<file path="config.mk">
export PLATFORM = sky130hd
export DESIGN_NAME = updown_mod_counter
export DESIGN_NICKNAME = d
export VERILOG_FILES = /design/src/rtl/updown_mod_counter.sv
export SDC_FILE = /design/constraint.sdc
export NUM_CORES = 1
export LEC_CHECK = 0
export ABC_AREA = 1
export CAP_MARGIN = 5
export CORE_AREA = 8 8 45 47
export DETAILED_ROUTE_END_ITERATION = 10
export DIE_AREA = 0 0 53 55
export GPL_ROUTABILITY_DRIVEN = 0
export SYNTH_ARGS = -nofsm -noshare
export SYNTH_HDL_FRONTEND = slang
export SYNTH_SLANG_ARGS = --single-unit
</file>
<file path="constraint.sdc">
create_clock -name clk -period 2.1 [get_ports clk]
set_input_delay 0.315 -clock clk [delete_from_list [all_inputs] [get_ports clk]]
set_output_delay 0.315 -clock clk [all_outputs]
set_load 0.005 [all_outputs]
</file>
<file path="src/rtl/updown_mod_counter.sv">
// Up/down modulo-MODULUS counter with clear, clamped parallel load, wrap or
// saturate at the boundaries, and a combinational cascade carry (tc).
module updown_mod_counter #(
  parameter int WIDTH    = 3,
  parameter int MODULUS  = 6,
  parameter int SATURATE = 0
) (
  input  logic             clk,
  input  logic             rst,
  input  logic             clr,
  input  logic             load,
  input  logic [WIDTH-1:0] load_val,
  input  logic             en,
  input  logic             up,
  output logic [WIDTH-1:0] q,
  output logic             tc,
  output logic             at_max,
  output logic             at_min,
  output logic             ovf
);

  localparam logic [WIDTH-1:0] MAX   = WIDTH'(MODULUS - 1);
  localparam logic [WIDTH:0]   MAX_W = (WIDTH + 1)'(MODULUS - 1);
  localparam logic [WIDTH:0]   ONE_W = (WIDTH + 1)'(1);

  logic [WIDTH-1:0] cnt_q, cnt_d;
  logic             ovf_q, ovf_d;
  logic [WIDTH:0]   inc, dec;
  logic             top_hit, bottom_hit;

  // One extra bit makes both boundaries plain flags: the increment passes MAX,
  // or the decrement borrows out of zero.
  assign inc        = {1'b0, cnt_q} + ONE_W;
  assign dec        = {1'b0, cnt_q} - ONE_W;
  assign top_hit    = (inc > MAX_W);
  assign bottom_hit = dec[WIDTH];

  assign q      = cnt_q;
  assign ovf    = ovf_q;
  assign at_max = (cnt_q == MAX);
  assign at_min = (cnt_q == '0);
  assign tc     = en & ~clr & ~load & ((up & at_max) | (~up & at_min));

  always_comb begin
    // NOTE: defaults first so every path assigns every output -- no latches.
    cnt_d = cnt_q;
    ovf_d = 1'b0;
    if (clr) begin
      cnt_d = '0;
    end else if (load) begin
      cnt_d = ({1'b0, load_val} > MAX_W) ? MAX : load_val;
    end else if (en && up) begin
      if (top_hit) begin
        ovf_d = 1'b1;
        cnt_d = (SATURATE != 0) ? MAX : '0;
      end else begin
        cnt_d = inc[WIDTH-1:0];
      end
    end else if (en) begin
      if (bottom_hit) begin
        ovf_d = 1'b1;
        cnt_d = (SATURATE != 0) ? '0 : MAX;
      end else begin
        cnt_d = dec[WIDTH-1:0];
      end
    end
  end

  // NOTE: non-blocking assignments for state; blocking here would race other flops.
  always_ff @(posedge clk or negedge rst) begin
    if (!rst) begin
      cnt_q <= '0;
      ovf_q <= 1'b0;
    end else begin
      cnt_q <= cnt_d;
      ovf_q <= ovf_d;
    end
  end

endmodule

</file>
==> results of run 1 <==
==> per-layer routing <==
layer,vias to the layer above,GRT usage,routed length [um]
met5,-,0,0
met4,0,0.0388,0
met3,0,0.0107,65
met2,13,0.148,528
met1,204,0.0840,475
li1,244,-,-
==> cell usage in the layout, fill, tap and decap left out, types with 2 or more instances in the layout <==
master	netlist	routed
nand2_2	2	2
nor2_1	4	4
o21ai_2	2	2
a21oi_1	4	4
buf_4	0	7
nand3_1	2	2
inv_2	2	2
nor2_2	2	2
clkbuf_4	0	3
ha_1	4	4
nand2_1	15	15
dfrtp_1	4	4
o21ai_1	3	3
inv_1	9	9
clkdlybuf4s50_1	0	14
==> cell families (layout without fill, tap and decap cells) <==
| kind of cell | after synthesis | in the layout |
|---|---|---|
| AOI/OAI and AO/OA | 11 | 11 |
| xor gates and xnor gates | 1 | 1 |
| adders and majority gates | 4 | 4 |
| buffers and inverters | 12 | 36 |
| DFF | 4 | 4 |
| and+or+nand+nor | 29 | 29 |
==> layout make-up <==
class,count,area (um^2),area share
Timing Repair Buffer,22,201,0.304
Tap cell,16,20.0,0.0302
Multi-Input combinational cell,45,277,0.418
Clock buffer,3,22.5,0.0340
Sequential cell,4,100,0.151
Inverter,11,41.3,0.0624
==> state kept, by name, summed over array words and instances, names as in the netlist <==
signal	cells
q	3
ovf	1
==> how the worst max path moves through the flow <==
| stage | from | end | slack [ps] | depth (start not counted) |
|---|---|---|---|---|
| floorplan | q[0] | tc | 610 | 6 |
| global placement | clr | tc | -30 | 5 |
| detailed placement | clr | tc | -30 | 5 |
| CTS | q[1] | tc | 180 | 7 |
| global route | q[1] | tc | 90 | 7 |
| finish | q[1] | tc | 220 | 7 |
==> power by group through the flow <==
| stage | Combinational [mW] | Sequential (mW) | Clock (mW) |
|---|---|---|---|
| 3_3_place_gp | 0.155 | 0.0917 | 0 |
| 2_1_floorplan | 0.0829 | 0.0938 | 0 |
| 6_report | 0.156 | 0.0907 | 0.0923 |
| 3_5_place_dp | 0.157 | 0.0918 | 0 |
| 5_1_grt | 0.175 | 0.0916 | 0.0982 |
| 4_1_cts | 0.157 | 0.0909 | 0.0947 |
==> through the flow <==
stage | utilization | setup WS, ps | instances
final | 0.478 | 216 | 101
after global routing | 0.478 | 88.8 | 101
after CTS | 0.478 | 185 | 101
after detailed placement | 0.463 | -34.7 | 98
after global placement | 0.463 | -32.5 | 98
after floorplan | - | 606 | 61
==> results_dict.tcl, run 1 <==
set metrics [dict create \
    ys_async_sr_fraction 1.00 \
    cts-root-buf "clkbuf_4" \
    wire_per_inst_um 10.6 \
    p_clk_frac 0.272 \
    r2r_cells 8 \
    grt_pass1_vias 472 \
    fin_skew_ps 6.05 \
    crit_type "reg2out" \
    num_vias 461 \
    irDropWorstVdd_mv 0.189 \
    die_x_um 53 \
    clk_pin_slew_ps 40 \
    yosys.area_share.adder 0.117 \
    critPathTopFamily "buffers and inverters" \
    crit_required_ps 1780 \
    grt_overflow 0 \
    yosys-top-cells-area "dfrtp_1, nand2_1, ha_1, inv_1, a21oi_1" \
    comb_power_share 0.460 \
    yosysMostFrequentCell "nand2_1" \
    drv_slew 0 \
    placed_cell_area_um2 641 \
    worstPathMaxFanout 3 \
    clockBufferDepth 2 \
    grt_max_degree 7 \
    synth_xor_area_frac 0.0204 \
    area_growth_pct 54.2 \
    synth-simple-area-share 0.332 \
    routed_wl_um 1070 \
    cpPeakStageDelay_ps 360 \
    setup.worst_path.end_class "output port" \
    ios 16 \
    cp_slowest_cell "dfrtp_1" \
    drt_iter0_drc 9 \
    diodes 0 \
    rsz0062_at_grt "no" \
    tns_ps 0 \
    setup_violations 0 \
    yosys_warnings 0 \
    p_sw_uw 110 \
    synth-seq-cells 4 \
    nFillCells 148 \
    cts_setup_buffers 0 \
    ys_seq_area_frac 0.233 \
    internal_power_uw 229 \
    stdcell_area_um2 662 \
    mappedNetlistArea_um2 429 \
    fmax_mhz 531 \
    dr.pass1.iters 4 \
    yosysTopAreaCellShare 0.233 \
    routed_via_density 4.56 \
    worst_pin_slew_ps 243 \
    drc 0 \
    total_power_uw 339 \
    crit_top_cell "inv_1" \
    synth_edf_count 0 \
    hold_class "in2async" \
    htree_levels 1 \
    drive_gt1_frac 0.247 \
    slew_headroom 0.838 \
    synth_common_cells "nand2_1, inv_1" \
    clk_latency_ps 230 \
    synth_fp_nets 74 \
    synthCells 61 \
    synth_top_family_by_area "simple AND/OR/NAND/NOR gates" \
    timing.hold.ws_ps 287 \
    period_minus_slack_ps 1880 \
    reg2reg_from "q[0]" \
    antenna_found_initial 0 \
    fp.coreArea_um2 1380 \
    max_cap_viol_count 0 \
    row_count 14 \
    cellLeakagePower_nw 0.332 \
    power_density_nw_per_um2 512 \
    final_nets 100 \
    dp_hpwl_um 920 \
    yosys_most_used_dff "dfrtp_1" \
    p_seq_frac 0.268 \
    cp_cell_sequence "inv_1 > ha_1 > inv_1 > nor2_2 > nor2_1 > a2111oi_2 > dlygate4sd2_1" \
    drtAntennaViolNets 0 \
    r2r-end "q[1]" \
    worstPathArrival_ps 1570 \
    critPathLaunchType "flip-flop" \
    synth_compound_gate_area_share 0.175 \
    p_sw_frac 0.325 \
    cts.sinks 4 \
    yosysTopAreaCell "dfrtp_1" \
    ctsResizeCount 1 \
    cts_tree "built" \
    avgSynthCellArea_um2 7.04 \
    fin_crit_sh 0.897 \
    synth_cell_type_count 20 \
    cts_buffers 3 \
    grt_util_all_layers 0.0788 \
    muxShareOfSynthArea 0 \
    outcome "finished clean" \
    port_buffers 15 \
    cp.buffers_inverters 3 \
    floorplan.initialDensity 0.310 \
    final_hold_viol_count 0 \
    die_h_um 55 \
    design.die.area_um2 2920 \
    grt_first_pass_wirelength_um 1760 \
    r2r_setup_slack_ps 720 \
    ctsHoldBuffers 0 \
]
Note: power is estimated with default switching activity, not from simulation.
==> inputs of run 2 (changes only) <==
--- a/config.mk
+++ b/config.mk
@@ -7,9 +7,9 @@
 export LEC_CHECK = 0
 export ABC_AREA = 1
 export CAP_MARGIN = 5
-export CORE_AREA = 8 8 45 47
+export CORE_AREA = 2 2 39 41
 export DETAILED_ROUTE_END_ITERATION = 10
-export DIE_AREA = 0 0 53 55
+export DIE_AREA = 0 0 41 43
 export GPL_ROUTABILITY_DRIVEN = 0
 export SYNTH_ARGS = -nofsm -noshare
 export SYNTH_HDL_FRONTEND = slang
==> results_dict.tcl, run 2 (synthesis gave the netlist of run 1 again) <==
set metrics [dict create \
    outcome "finished clean" \
    floorplan.initialDensity 0.310 \
    design.die.area_um2 1760 \
    rsz0062_at_grt "no" \
    final_nets 99 \
    crit_type "reg2out" \
    fp.coreArea_um2 1380 \
    cp_cell_sequence "inv_1 > ha_1 > inv_1 > nor2_2 > nor2_1 > a2111oi_2 > dlygate4sd2_1" \
    stdcell_count 100 \
    cpPeakStageDelay_ps 360 \
    worstPathArrival_ps 1600 \
    row_count 14 \
    cellLeakagePower_nw 0.327 \
    antenna_found_initial 0 \
    crit_top_cell "inv_1" \
    worst_pin_slew_ps 251 \
    cts_tree "built" \
    grt_overflow 0 \
    nFillCells 155 \
    cp_slowest_cell "dfrtp_1" \
    routed_via_density 4.42 \
    dr.pass1.iters 2 \
    area_growth_pct 52.5 \
    critPathLaunchType "flip-flop" \
    regArea_um2 100 \
    cts.sinks 4 \
    crit_required_ps 1780 \
    drtAntennaViolNets 0 \
    dp_hpwl_um 840 \
    largest_register_ffs 3 \
    drt-met1-wl_um 435 \
    clockBufferDepth 2 \
    setup.worst_path.end_class "output port" \
    critPathTopFamily "buffers and inverters" \
    period_minus_slack_ps 1910 \
    multi_input_area_um2 277 \
    clk_latency_ps 240 \
    timing.hold.ws_ps 273 \
    grt_first_pass_wirelength_um 1730 \
    setup_violations 0 \
    hold_class "in2async" \
    port_buffers 15 \
    clk_pin_slew_ps 40 \
    diodes 0 \
    max_cap_viol_count 0 \
    drv_slew 0 \
    grt_pass1_vias 462 \
    power_density_nw_per_um2 522 \
    wire_per_inst_um 9.95 \
    fin_skew_ps 8.16 \
    layout_commonest_cell "nand2_1" \
    grt_max_degree 7 \
    cp.buffers_inverters 3 \
    grt_util_all_layers 0.148 \
    drc 0 \
    drive_gt1_frac 0.238 \
    tns_ps 0 \
    fin_util 0.473 \
    fmax_mhz 523 \
    slew_headroom 0.832 \
    routed_wl_um 995 \
    top_layer "met4" \
    cts_buffers 3 \
    die_h_um 43 \
    place_inst 97 \
    cts-root-buf "clkbuf_4" \
    final_cell_mix "nand2_1, clkdlybuf4s50_1, inv_1" \
    final.setup.worst_slack_ps 186 \
    ios 16 \
    htree_levels 1 \
    drt_iter0_drc 3 \
    die_x_um 41 \
    pre_cts_ws_ps -68.4 \
    worstPathMaxFanout 3 \
    final_hold_viol_count 0 \
    dr_wl_met2_um 503 \
    irDropWorstVdd_mv 0.208 \
    wl_met3_um 39 \
    fin_crit_sh 0.911 \
    num_vias 442 \
]
==> run 2: cell count changes in the layout (fill, tap and decap cells not counted), sizes merged <==
cell	before	now
buf	7	6
==> run 2: power by group <==
group / switching, mW / leakage [nW] / internal (mW)
sequential: 0.00621 / 0.0526 / 0.0844
combinational: 0.0738 / 0.261 / 0.0793
clock: 0.0336 / 0.0138 / 0.0640
total: 0.114 / 0.327 / 0.228
==> run 2: cell type report <==
class / count / area share
sequential: 4 / 0.153
inverter: 11 / 0.0631
multi-input combinational: 45 / 0.423
tap: 16 / 0.0306
timing repair buffer: 21 / 0.296
clock buffer: 3 / 0.0344
==> run 2: layer usage <==
layer / vias to the layer above / GRT usage
met2: 14 / 0.263
li1: 241 / -
met3: 3 / 0.0314
met5: - / 0
met4: 0 / 0.0800
met1: 184 / 0.147
==> run 2: timing repair <==
| action | 4_1_cts | 5_1_grt |
|---|---|---|
| buffers inserted | 0 | 0 |
| resized for setup | 1 | 0 |
| hold buffers | 0 | 0 |
| endpoints found under the setup margin | 1 | 0 |
| hold endpoints to repair | 0 | 0 |
==> run 2: metrics by stage <==
stage          area [um^2]  power [mW]
4_1_cts                654       0.346
3_5_place_dp           633       0.246
6_report               654       0.341
2_1_floorplan          429       0.177
5_1_grt                654       0.367
3_3_place_gp           633       0.244
==> run 2: worst paths after layout <==
path	startpoint	to	slack (ps)	cells after the start
setup / recovery	q[1]	tc	190	7
hold / removal	rst	q[0]	270	1
setup reg to reg	q[0]	q[1]	720	8
hold reg to reg	q[2]	q[2]	620	2
max in group asynchronous	rst	q[1]	1650	1
min in group clk	q[2]	q[2]	620	2
==> run 2: worst register-to-register path: stages (launching register included) <==
cell      delay, ps
dfrtp_1         370
buf_4           150
ha_1            230
o21ai_2         180
nand2_2          90
nand3_1          70
o21bai_1         70
nand2_1          60
nand2_1          50
==> inputs of run 3 (changes only) <==
--- a/config.mk
+++ b/config.mk
@@ -8,6 +8,7 @@
 export ABC_AREA = 1
 export CAP_MARGIN = 5
 export CORE_AREA = 2 2 39 41
+export CTS_CLUSTER_SIZE = 12
 export DETAILED_ROUTE_END_ITERATION = 10
 export DIE_AREA = 0 0 41 43
 export GPL_ROUTABILITY_DRIVEN = 0
==> results of run 3 <==
Final layout, timing and power as in run 2 (identical DEF).
